`src/rtl/pipe_elastic_chain.sv`:
```
// rtl/pipe_elastic_chain.sv - elastic valid/ready register chain with per-stage flush, global stall and drop counter
// Replaces fixed inter-stage pipeline registers so hazard/branch logic can freeze or kill in-flight beats.
module pipe_elastic_chain #(
  parameter int DATA_W = 32,
  parameter int DEPTH  = 4,
  parameter int CNT_W  = 16,
  localparam int OCC_W = $clog2(DEPTH + 1)
) (
  input  logic              clk,
  input  logic              rst,
  input  logic              in_valid,
  output logic              in_ready,
  input  logic [DATA_W-1:0] in_data,
  output logic              out_valid,
  input  logic              out_ready,
  output logic [DATA_W-1:0] out_data,
  input  logic              stall,
  input  logic [DEPTH-1:0]  flush_mask,
  output logic [OCC_W-1:0]  occupancy,
  output logic [CNT_W-1:0]  drop_cnt
);

  // Five bits hold the kill popcount for the largest legal DEPTH of 16.
  localparam int KILL_W = 5;
  localparam int SUM_W  = CNT_W + KILL_W;
  localparam logic [CNT_W-1:0] CNT_MAX = '1;

  logic [DEPTH-1:0]  valid;
  logic [DATA_W-1:0] data [DEPTH];
  logic [DEPTH:0]    rdy;
  logic [DEPTH-1:0]  load;
  logic [DEPTH-1:0]  drain;
  logic [KILL_W-1:0] kills;
  logic [SUM_W-1:0]  drop_sum;
  logic [CNT_W-1:0]  drop_next;

  // Ready ripples from the output back to the entry; a flushed stage counts as free.
  always_comb begin : ready_chain
    logic r;
    r   = out_ready;
    rdy = '0;
    rdy[DEPTH] = out_ready;
    for (int i = DEPTH - 1; i >= 0; i--) begin
      r      = !stall && (!valid[i] || flush_mask[i] || r);
      rdy[i] = r;
    end
  end

  assign in_ready = rst && rdy[0];

  always_comb begin
    load    = '0;
    drain   = '0;
    load[0] = in_valid && in_ready;
    for (int i = 1; i < DEPTH; i++) begin
      load[i] = valid[i-1] && !flush_mask[i-1] && rdy[i];
    end
    for (int i = 0; i < DEPTH; i++) begin
      drain[i] = rdy[i+1] && !stall;
    end
  end

  always_ff @(posedge clk or negedge rst) begin
    if (!rst) begin
      valid <= '0;
      for (int i = 0; i < DEPTH; i++) begin
        data[i] <= '0;
      end
    end else begin
      if (load[0]) begin
        data[0] <= in_data;
      end
      for (int i = 1; i < DEPTH; i++) begin
        if (load[i]) begin
          data[i] <= data[i-1];
        end
      end
      for (int i = 0; i < DEPTH; i++) begin
        if (load[i]) begin
          valid[i] <= 1'b1;
        end else if (flush_mask[i] || drain[i]) begin
          valid[i] <= 1'b0;
        end
      end
    end
  end

  always_comb begin
    kills     = '0;
    occupancy = '0;
    for (int i = 0; i < DEPTH; i++) begin
      kills     = kills + KILL_W'(valid[i] & flush_mask[i]);
      occupancy = occupancy + OCC_W'(valid[i]);
    end
    drop_sum  = SUM_W'(drop_cnt) + SUM_W'(kills);
    drop_next = (drop_sum > SUM_W'(CNT_MAX)) ? CNT_MAX : drop_sum[CNT_W-1:0];
  end

  always_ff @(posedge clk or negedge rst) begin
    if (!rst) begin
      drop_cnt <= '0;
    end else begin
      drop_cnt <= drop_next;
    end
  end

  assign out_valid = valid[DEPTH-1] && !stall;
  assign out_data  = data[DEPTH-1];

endmodule

```
`config.mk`:
```
export PLATFORM = sky130hd
export DESIGN_NAME = pipe_elastic_chain
export DESIGN_NICKNAME = d
export VERILOG_FILES = /design/src/rtl/pipe_elastic_chain.sv
export SDC_FILE = /design/constraint.sdc
export NUM_CORES = 1
export LEC_CHECK = 0
export ABC_AREA = 1
export ABC_CLOCK_PERIOD_IN_PS = 7550
export CAP_MARGIN = 25
export CORE_UTILIZATION = 37
export DETAILED_ROUTE_END_ITERATION = 10
export GPL_TIMING_DRIVEN = 0
export PLACE_DENSITY_LB_ADDON = 0.25
export SYNTH_ARGS = -nofsm -noshare
export SYNTH_HDL_FRONTEND = slang
export SYNTH_SLANG_ARGS = --single-unit
```
`constraint.sdc`:
```
create_clock -name clk -period 7.55 [get_ports clk]
set_input_delay 2.265 -clock clk [delete_from_list [all_inputs] [get_ports clk]]
set_output_delay 2.265 -clock clk [all_outputs]
set_load 0.01 [all_outputs]
```
==> out/qor.yml <==
n_antenna_cell: 0
fillers: 1610
final_util_pct: 49.0
die-area_mm2: 0.0177
setup_viol: 0
status: "completed"
drive_gt1_share_pct: 12.0
cts.clk_slew.worst_paths_ns: 0.06
ys_warn_count: 0
ys_seq_elements: 148
grt_overflow: 0
post-route-period-util_pct: 86.7
cpPeakStageDelay_ns: 0.58
grt_usage_pct: 16.7
cts_hold_buffers: 0
initial_core_util_pct: 38.1
antenna_found_initial: 0
clk_latency_ns: 0.42
cts_root_buffer: "clkbuf_16"
synth_top_cell_by_area: "dfrtp_1"
arrival_ns: 4.28
gp_congestion: 0.733
drv_cap: 0
wl_um: 13500
ys_types: 28
ctsResizeCount: 0
numCtsBuffers: 17
crit_fanout: 10
setup_tns_ns: 0
firstDrtPassIters: 4
path_class: "in -> out"
die_w_um: 133
power_frac_seq_pct: 45.1
syn_area_mm2: 0.00637
final_common_cell: "nand2_1"
synth_fp_nets: 740
drt_iter0_markers: 219
netlist_instances: 692
htreeDepth: 4
fin_crit_ns: 6.55
hold_viol: 0
path_cells: "clkdlybuf4s50_1 -> inv_2 -> nand2_2 -> nand3_2 -> o21bai_4 -> nand2_4 -> buf_2 -> nand2_1 -> nor2_1 -> clkdlybuf4s50_1"
p_total_w: 0.00237
synth_edf_count: 0
grt_pass1_wl_um: 23000
power_switching_share_pct: 27.5
worst_pin_slew_ns: 0.726
post-cts-setup-buffers: 0
p_leak_nw: 4.22
multi_input_area_mm2: 0.00200
remaining_drc_errors: 0
cts_sinks: 148
drv_slew: 0
final_design_area_no_fill_mm2: 0.00819
drtAntennaViolNets: 0
worst_slew_margin_rel_pct: 51.4
cp_slowest_cell: "clkdlybuf4s50_1"
cpLargestDelayFamily: "buffers and inverters"
io_pins: 94
cts_buffer_depth: 2
core_mm2: 0.0167
grt_max_degree: 80
cp-end-kind: "output port"
nNetsFinal: 852
power.switching_w: 0.000653
hpwl_um: 9490
vias: 4715
cts_tree: "built"
fmax_ghz: 0.153
postPlaceCellArea_mm2: 0.00759
pwr-share-clk_pct: 35.9
internal_power_w: 0.00172
seq_area_mm2: 0.00370
yosys.area.top_type_share_pct: 58.2
peakVddDrop_v: 0.000161
pwr-share-comb_pct: 19.0
holdCritPathClass: "reg -> reg"
numPortBuffers: 92
fp-row-count: 47
wire_per_inst_um: 13.0
critPathBufInv: 4
start_kind: "input pin"
area_growth_pct: 28.6
async_flop_share_pct: 100
die_y_um: 133
layout_common_cells: "nand2_1 (206), dfrtp_1 (148), clkdlybuf4s50_1 (91)"
fin_worst_skew_ns: 0.00769
ys.flop_type: "dfrtp_1"
powerDensity_mw_per_mm2: 290
crit_top_cell: "clkdlybuf4s50_1"
grt_pass1_vias: 4677
yosys-top-cells-area: "dfrtp_1 (58%), nand2_1 (12%), buf_4 (4.2%)"
rsz0062_at_grt: "no"
synth_seq_area_share_pct: 58.2
crit_required_ns: 5.29
viasPerCell: 4.55
syn_area_per_cell_um2: 9.20
==> stage by stage <==
step                hold WS (ns)  worst slack [ns]  instances
finish                     0.471              1.00       1037
global route               0.488             0.871       1037
CTS                        0.475             0.963       1037
detailed placement         0.459             0.967       1005
global placement           0.455             -3.45       1004
floorplan                  0.443              2.18        692
==> cell type report <==
class | count | area share, %
Timing Repair Buffer | 93 | 11.6
Buffer | 69 | 5.53
Multi-Input combinational cell | 420 | 24.5
Sequential cell | 148 | 45.2
Clock inverter | 15 | 2.08
Inverter | 55 | 2.52
Tap cell | 220 | 3.36
Clock buffer | 17 | 5.20
==> worst min-delay path, stage by stage, from the launching register on <==
cell     delay (ns)
dfrtp_1        0.34
nand2_1        0.05
nand2_1        0.04
==> logic make-up (layout without fill, tap and decap cells) <==
logic type | after synthesis | after routing | share of synthesized area [%]
DFF | 148 | 148 | 58.2
adders and majority gates | 7 | 7 | 1.85
xor gates and xnor gates | 10 | 10 | 1.38
buffers and inverters | 124 | 249 | 10.4
AOI/OAI and AO/OA | 68 | 68 | 5.58
and+or+nand+nor | 335 | 335 | 22.7
==> state kept, by name, summed over array words and instances, names as in the netlist <==
register and flops:
data 96, drop_cnt 16, out_data 32, valid 4
==> path summary, 6_finish.rpt <==
kind	startpoint	end	cells after the start	slack (ns)
worst max-delay path	stall	in_ready	10	1.00
max in group asynchronous	rst	data[110]	2	4.89
min in group asynchronous	rst	out_data[27]	1	1.85
worst max register to register	valid[3]	drop_cnt[0]	12	4.67
worst min-delay path	data[90]	data[90]	2	0.47
worst min register to register	data[90]	data[90]	2	0.47
==> Yosys cell counts (8+ instances only) <==
master and count:
nor2_1 45, buf_4 36, a21oi_1 32, clkbuf_1 13, buf_2 11, nand3_1 40, nand2_1 206, o21ai_0 34
xor2_1 8, nand4_1 35, dfrtp_1 148, inv_1 52
==> power by group through the flow <==
stage | logic (W) | clock network, W | registers [W]
2_1_floorplan | 0.000265 | 0 | 0.00106
3_3_place_gp | 0.000449 | 0 | 0.00108
3_5_place_dp | 0.000459 | 0 | 0.00108
4_1_cts | 0.000462 | 0.000869 | 0.00107
5_1_grt | 0.000515 | 0.000902 | 0.00109
6_report | 0.000452 | 0.000852 | 0.00107
==> per-layer routing <==
layer / GRT usage (%) / vias to the layer above / share of wire [%]
met5: 0 / - / 0
met4: 5.87 / 0 / 1.6
met3: 4.11 / 20 / 3.9
met2: 27.2 / 74 / 47
met1: 21.7 / 2207 / 47
li1: - / 2414 / -
No activity file was read; power rests on OpenSTA's default activity.
